`config.mk`:
```
export PLATFORM = sky130hd
export DESIGN_NAME = cmp_config_receiver
export DESIGN_NICKNAME = d
export VERILOG_FILES = /design/src/rtl/cmp_config_receiver.sv
export SDC_FILE = /design/constraint.sdc
export NUM_CORES = 1
export LEC_CHECK = 0
export ABC_AREA = 1
export CAP_MARGIN = 15
export CELL_PAD_IN_SITES_DETAIL_PLACEMENT = 1
export CELL_PAD_IN_SITES_GLOBAL_PLACEMENT = 1
export CORE_MARGIN = 2
export CORE_UTILIZATION = 34
export DETAILED_ROUTE_END_ITERATION = 12
export GPL_TIMING_DRIVEN = 0
export PLACE_DENSITY = 0.84
export SYNTH_ARGS = -nofsm -noshare
export SYNTH_HDL_FRONTEND = slang
export SYNTH_SLANG_ARGS = --single-unit
export TNS_END_PERCENT = 30
```
`constraint.sdc`:
```
create_clock -name CLK -period 2.25 [get_ports CLK]
set_input_delay 0.45 -clock CLK [delete_from_list [all_inputs] [get_ports CLK]]
set_output_delay 0.45 -clock CLK [all_outputs]
set_load 0.01 [all_outputs]
```
`src/rtl/cmp_config_receiver.sv`:
```
// Per-core receiver for the comparator-configuration broadcast: pauses the core,
// waits for it to drain, loads salt/count/hashes into comparator memory, then handshakes.
module cmp_config_receiver #(
   parameter int SALT_WIDTH = 12,
   parameter int HASH_WIDTH = 35,
   parameter int ADDR_MSB   = 11
) (
   input  logic                    CLK,
   input  logic                    RST_N,
   input  logic                    new_cmp_config,
   input  logic                    core_idle,
   output logic                    core_pause,
   input  logic                    cfg_valid,
   input  logic [HASH_WIDTH-1:0]   cfg_data,
   output logic                    cfg_ready,
   output logic                    mem_wr_en,
   output logic [ADDR_MSB:0]       mem_wr_addr,
   output logic [HASH_WIDTH-1:0]   mem_wr_data,
   output logic [SALT_WIDTH-1:0]   salt,
   output logic [ADDR_MSB+1:0]     num_hashes,
   output logic                    cmp_config_applied,
   input  logic                    all_cmp_config_applied,
   output logic                    cfg_error
);

   localparam int CW = ADDR_MSB + 2;
   localparam logic [CW-1:0] CAPACITY = {1'b1, {(ADDR_MSB+1){1'b0}}};

   typedef enum logic [2:0] {
      S_IDLE,
      S_DRAIN,
      S_LOAD_SALT,
      S_LOAD_COUNT,
      S_LOAD_HASHES,
      S_APPLIED
   } state_t;

   state_t                  state_q, state_d;
   logic [SALT_WIDTH-1:0]   salt_q, salt_d;
   logic [CW-1:0]           num_hashes_q, num_hashes_d;
   logic                    cfg_error_q, cfg_error_d;
   logic [CW-1:0]           addr_q, addr_d;
   logic [CW-1:0]           remaining_q, remaining_d;
   logic                    wr_en_q, wr_en_d;
   logic [ADDR_MSB:0]       wr_addr_q, wr_addr_d;
   logic [HASH_WIDTH-1:0]   wr_data_q, wr_data_d;
   logic                    xfer;
   logic [CW-1:0]           count_w;

   // Ready is a pure decode of the state register, so cfg_valid never loops back into it.
   assign cfg_ready          = (state_q == S_LOAD_SALT) || (state_q == S_LOAD_COUNT) ||
                               (state_q == S_LOAD_HASHES);
   assign core_pause         = (state_q != S_IDLE);
   assign cmp_config_applied = (state_q == S_APPLIED);
   assign xfer               = cfg_valid & cfg_ready;
   assign count_w            = cfg_data[ADDR_MSB+1:0];

   always_comb begin
      state_d      = state_q;
      salt_d       = salt_q;
      num_hashes_d = num_hashes_q;
      cfg_error_d  = cfg_error_q;
      addr_d       = addr_q;
      remaining_d  = remaining_q;
      wr_en_d      = 1'b0;
      wr_addr_d    = wr_addr_q;
      wr_data_d    = wr_data_q;
      case (state_q)
         S_IDLE: begin
            if (new_cmp_config) state_d = S_DRAIN;
         end
         S_DRAIN: begin
            if (core_idle) state_d = S_LOAD_SALT;
         end
         S_LOAD_SALT: begin
            if (xfer) begin
               salt_d  = cfg_data[SALT_WIDTH-1:0];
               state_d = S_LOAD_COUNT;
            end
         end
         S_LOAD_COUNT: begin
            if (xfer) begin
               // Oversized counts are still fully consumed; only the stored count is clamped.
               if (count_w > CAPACITY) begin
                  cfg_error_d  = 1'b1;
                  num_hashes_d = CAPACITY;
               end else begin
                  cfg_error_d  = 1'b0;
                  num_hashes_d = count_w;
               end
               remaining_d = count_w;
               addr_d      = '0;
               state_d     = (count_w == '0) ? S_APPLIED : S_LOAD_HASHES;
            end
         end
         S_LOAD_HASHES: begin
            if (xfer) begin
               if (addr_q < CAPACITY) begin
                  wr_en_d   = 1'b1;
                  wr_addr_d = addr_q[ADDR_MSB:0];
                  wr_data_d = cfg_data;
               end
               addr_d      = addr_q + CW'(1);
               remaining_d = remaining_q - CW'(1);
               if (remaining_q == CW'(1)) state_d = S_APPLIED;
            end
         end
         S_APPLIED: begin
            if (all_cmp_config_applied) state_d = S_IDLE;
         end
         default: state_d = S_IDLE;
      endcase
   end

   always_ff @(posedge CLK) begin
      if (!RST_N) begin
         state_q      <= S_IDLE;
         salt_q       <= '0;
         num_hashes_q <= '0;
         cfg_error_q  <= 1'b0;
         addr_q       <= '0;
         remaining_q  <= '0;
         wr_en_q      <= 1'b0;
         wr_addr_q    <= '0;
         wr_data_q    <= '0;
      end else begin
         state_q      <= state_d;
         salt_q       <= salt_d;
         num_hashes_q <= num_hashes_d;
         cfg_error_q  <= cfg_error_d;
         addr_q       <= addr_d;
         remaining_q  <= remaining_d;
         wr_en_q      <= wr_en_d;
         wr_addr_q    <= wr_addr_d;
         wr_data_q    <= wr_data_d;
      end
   end

   assign mem_wr_en   = wr_en_q;
   assign mem_wr_addr = wr_addr_q;
   assign mem_wr_data = wr_data_q;
   assign salt        = salt_q;
   assign num_hashes  = num_hashes_q;
   assign cfg_error   = cfg_error_q;

endmodule

```
======== Word-level counts from Yosys, hierarchy flattened ========
Index checks and enable logic that the tools add are counted.
cells by class
  bitwise operators ....................... 1
  reduce and logical (&&, ||, !) cells .... 12
  $add $sub $neg .......................... 2
  $lt $le $gt $ge ......................... 2
  equality and inequality tests ........... 13
  mux-type cells .......................... 18
operators by type and width
  cell                                                    count
  2-to-1 mux 13 bit                                       5
  one-hot mux 13 bit (2 select lines)                     2
  2-to-1 mux 3 bit                                        7
  one-hot mux 3 bit (6 select lines)                      1
  adder 13 x 1 -> 13 bit (second input constant)          1
  equality test 13 x 1 -> 1 bit (second input constant)   1
  > comparator 13 bit (second input constant)             1
  logical NOT 13 bit                                      1
  < comparator 13 bit (second input constant)             1
  subtractor 13 x 1 -> 13 bit (second input constant)     1
  inequality test 2 bit (second input constant)           5
  AND reduction 3 bit                                     3
  AND reduction 7 bit                                     1
  equality test 3 x 2 -> 1 bit (second input constant)    2
  equality test 3 bit (second input constant)             2
  inequality test 2 x 1 -> 1 bit (second input constant)  2
  AND reduction 2 bit                                     2
  equality test 3 x 1 -> 1 bit (second input constant)    1
  logical NOT 3 bit                                       1
  2-to-1 mux 1 bit                                        3
  nonzero test 3 bit                                      1
  logical OR 1 bit                                        2
  nonzero test 2 bit                                      1
  AND 1 bit                                               1
storage, ports and cells
  register bits ........................... 103
  output and inout bits ................... 77
  logic and storage cells ................. 57

======== Logic depth before layout (Yosys ltp) ========
Gate-level depths: netlist of run 1.
  word-level depth ........................ 6
  mapped depth ............................ 11
  mapped depth without buffers ............ 10

======== Worst setup path before layout of run 1 ========
No wires, ideal clock.
  path kind ............................... register to register
  start ................................... register state_q[0]
  end ..................................... register wr_addr_q[3] (netlist: mem_wr_addr[3])
  data arrival time ....................... 1.485 ns
  setup slack ............................. 0.637 ns
  setup time .............................. 0.128 ns
  stages on the path, launching flop included .. 11
  cells stage by stage .................... dfxtp_1 -> buf_6 -> nor2_4 -> nand2_4 -> inv_4 -> nand2_4 -> or2_4 -> buf_6 -> buf_2 -> a21oi_1 -> nor2_1
between the ends
  word-level cells in the longest chain between the ends .. 5
ends and longest elaborated chain
  element                                 line  source
  start, declared                         38    state_t state_q, state_d;
  start signal, assigned                  127   state_q <= state_d;
  equality test 3 x 2 -> 1 bit            51    assign cfg_ready = (state_q == S_LOAD_SALT) || (state_q == S_LOAD_COUNT) ||
  logical OR 1 bit (2 in a row)           51
  AND 1 bit                               55    assign xfer = cfg_valid & cfg_ready;
  AND reduction 3 bit (no source line) *  -
  end signal, assigned                    134   wr_addr_q <= wr_addr_d;
  end, declared                           45    logic [ADDR_MSB:0] wr_addr_q, wr_addr_d;
Mark *: on every way between the ends. The rest lies on a longest branch, timed or not.
A chain may end at the register's enable or synchronous reset.

======== Worst setup path in the final report of run 1 ========
  start ................................... register state_q[0]
  end ..................................... output cfg_ready
between the ends
  word-level cells in the longest chain between the ends .. 3
ends and longest elaborated chain
  element                       line  source
  equality test 3 x 2 -> 1 bit  51
  logical OR 1 bit              51
  logical OR 1 bit *            51
  end, declared                 15    output logic cfg_ready,
Marked as above.

==> flow_metrics.env, run 1 <==
export IMPL_hold_path_endpoint="mem_wr_addr[11]$_SDFFE_PN0P_"
export IMPL_fin_util_pct=48.4
export IMPL_fmax_ghz=0.464
export IMPL_worst_ep_required_time_ns=1.80
export IMPL_grt_pass1_vias=4947
export IMPL_switching_share_pct=37.1
export IMPL_worst_path_buf_inv=2
export IMPL_diodes=0
export IMPL_netlist_top_cells_count="dfxtp_1, nand2_1, a21oi_1, o21ai_0, inv_1"
export IMPL_drc=0
export IMPL_synth_nets=667
export IMPL_seqCellArea_sq_mm=0.00206
export IMPL_cts_tree="done"
export IMPL_hold_depth=2
export IMPL_finalHoldViolations=0
export IMPL_worst_setup_path_start_kind="register"
export IMPL_instances_no_fill=926
export IMPL_reg2reg_slack_ns=0.26
export IMPL_rsz0062_at_grt="no"
export IMPL_critical_path_top_delay_family="buffers and inverters"
export IMPL_setup_viol=0
export IMPL_clk_pin_slew_ns=0.08
export IMPL_clock_path_buffers=2
export IMPL_root_buffer="clkbuf_16"
export IMPL_fin_setup_tns_ns=0
export IMPL_via_per_inst=5.03
export IMPL_die_area_sq_mm=0.0140
export IMPL_grt_util_met2_pct=36.8
export IMPL_internal_power_uw=3660
export IMPL_r2r_end="mem_wr_addr[8]$_SDFFE_PN0P_"
export IMPL_combPwrFrac_pct=35.0
export IMPL_p_leak_uw=0.00231
export IMPL_grt_use_total_pct=21.6
export IMPL_core_area_sq_mm=0.0127
export IMPL_io_pins=118
export IMPL_cts_sinks=103
export IMPL_htreeDepth=3
export IMPL_ys_types=28
export IMPL_powerDensity_mw_per_mm2=948
export IMPL_grtUsageMet3_pct=5.31
export IMPL_worst_pin_slew_ns=0.624
export IMPL_synth_top_cell_by_area="dfxtp_1"
export IMPL_clock_latency_ns=0.35
export IMPL_grt_pass1_wl_um=24800
export IMPL_synth_most_common_cell="dfxtp_1"
export IMPL_multiInputGateArea_sq_mm=0.00194
export IMPL_path_cells="buf_6 -> nor2_4 -> nand2_8 -> nand2_1 -> clkdlybuf4s50_1"
export IMPL_n_fill_cell=1615
export IMPL_dr_total_vias=4656
export IMPL_rows=41
export IMPL_drv_cap=0
export IMPL_overflow=0
export IMPL_cp_slowest_cell="clkdlybuf4s50_1"
export IMPL_die_h_um=118
export IMPL_yosys_register_bits=103
export IMPL_synth_top_cells_by_area="dfxtp_1, a21oi_1, o21ai_0, nand2_1, inv_1"
export IMPL_reg2reg_depth=10
export IMPL_numCtsBuffers=9
export IMPL_max_slew_margin_rel_pct=58.4
export IMPL_r2r_start="state_q[0]$_SDFFE_PN0P_"
export IMPL_synthCells=623
export IMPL_wirelength_um=15200
export IMPL_dp_hpwl_um=11500
export IMPL_grtUsageMet1_pct=27.5
export IMPL_synth_edf_count=0
export IMPL_grt_max_degree=20
export IMPL_synth_top_area_share_pct=46.4
export IMPL_switching_power_uw=2150
export IMPL_dp_cells=911
export IMPL_irDropWorstVdd_v=0.000393
export IMPL_die_w_um=118
export IMPL_async_flop_share_pct=0
export IMPL_antenna_found_initial=0
export IMPL_clkPwrFrac_pct=26.7
export IMPL_drtAntennaViolNets=0
export IMPL_synth_area_sq_mm=0.00444
export IMPL_worstSetupEndpointType="output port"
export IMPL_io_buffer_count=116
export IMPL_ys_seq_area_share_pct=46.4
export IMPL_syn_area_per_cell_sq_um=7.13
export IMPL_final_min_clock_period_ns=2.16
export IMPL_gp_congestion=0.860
export IMPL_grt_busiest_layer="met2"
export IMPL_wl_per_cell_um=16.4
export IMPL_critPathMaxStageDelay_ns=0.53
export IMPL_arrival_ns=1.71
export IMPL_initial_utilization_pct=35.1
export IMPL_hold_path_class="register to register"
export IMPL_final_setup_skew_ns=0.00781
export IMPL_ys_flop_type="dfxtp_1"
export IMPL_ys_warn_count=0
export IMPL_syn2layout_area_growth_pct=37.9
export IMPL_hold_start="mem_wr_addr[11]$_SDFFE_PN0P_"
export IMPL_holdBufCountCts=0
export IMPL_critPathMaxFanout=17
export IMPL_drive_gt1_share_pct=6.37
export IMPL_nNetsFinal=793
export IMPL_post_route_period_util_pct=95.8
export IMPL_first_iter_violations=256
export IMPL_run_status="complete, no violations"
export IMPL_critical_path_class="register to output port"
export IMPL_seqPwrFrac_pct=38.3
export IMPL_finalMaxSlewViolations=0
export IMPL_drtPass1Iterations=4
[layout make-up]
type | count | area share [%]
Sequential cell | 103 | 33.7
Multi-Input combinational cell | 410 | 31.7
Timing Repair Buffer | 116 | 19.0
Inverter | 79 | 4.88
Clock buffer | 9 | 3.68
Tap cell | 172 | 3.51
Buffer | 30 | 2.51
Clock inverter | 7 | 1.08
[repair_timing]
action | 4_1_cts | 5_1_grt
endpoints found under the hold margin | 0 | 0
buffers inserted | 0 | 0
resized for setup | 2 | 3
setup endpoints to repair | 1 | 2
[layout by cell type (no fill, tap or decap), drive strengths merged, types with 5 or more instances in the layout]
master         count
clkdlybuf4s50    116
dfxtp            103
nand2            100
a21oi             97
inv               82
o21ai             78
nor2              77
nand3             36
clkbuf            25
buf               14
nor3               5
[worst max path at each step]
stage                       startpoint                     endpoint  slack [ns]  cells past startpoint
2_1_floorplan  state_q[0]$_SDFFE_PN0P_  mem_wr_addr[3]$_SDFFE_PN0P_        0.64                     10
6_report       state_q[0]$_SDFFE_PN0P_                    cfg_ready        0.09                      5
3_3_place_gp                 cfg_valid      addr_q[10]$_SDFFE_PN0P_       -0.17                      6
4_1_cts        state_q[1]$_SDFFE_PN0P_                    cfg_ready        0.07                      5
5_1_grt        state_q[0]$_SDFFE_PN0P_                    cfg_ready        0.01                      5
3_5_place_dp                 cfg_valid      addr_q[10]$_SDFFE_PN0P_       -0.17                      6
[worst min-delay path, stage by stage, from the launching register on]
cell     delay, ns
dfxtp_1       0.31
inv_1         0.04
a21oi_1       0.05
[layer usage]
layer	vias to the layer above	part of all wire [%]
met5	-	0
met4	0	1.3
met3	15	7.2
li1	2273	-
met2	147	46
met1	2221	45
[stage by stage]
stage	worst slack, ns	cell area [sq um]	hold WS, ns	total power, uW
2_1_floorplan	0.637	4440	0.448	3420
3_3_place_gp	-0.166	5820	0.431	4180
3_5_place_dp	-0.169	5820	0.438	4260
4_1_cts	0.0748	6110	0.450	5800
5_1_grt	0.00994	6130	0.464	6190
6_report	0.0942	6130	0.445	5810
[cells by family after synthesis]
family / share of synthesized area [%]
xor gates and xnor gates: 0.197
buffers and inverters: 10.3
AOI/OAI and AO/OA: 20.5
DFF: 46.4
and+or+nand+nor: 21.8
adders and majority gates: 0.845
[power groups by stage]
stage / Sequential, uW / Clock [uW] / Combinational, uW
4_1_cts: 2220 / 1560 / 2020
3_5_place_dp: 2250 / 0 / 2010
2_1_floorplan: 2290 / 0 / 1140
3_3_place_gp: 2230 / 0 / 1940
5_1_grt: 2250 / 1650 / 2290
6_report: 2230 / 1550 / 2030
[flip-flops by register name, summed over array words and instances (netlist names)]
register and count:
mem_wr_en 1, cfg_error 1, state_q 3, salt 12, mem_wr_data 35, mem_wr_addr 12
num_hashes 13, addr_q 13, remaining_q 13
(Power assumes the default switching activity.)
==> inputs of run 2 (changes only) <==
CTS_CLUSTER_SIZE = 40   (was not set)
==> results of run 2 <==
The final DEF is identical to that of run 1; final timing and power are the same.
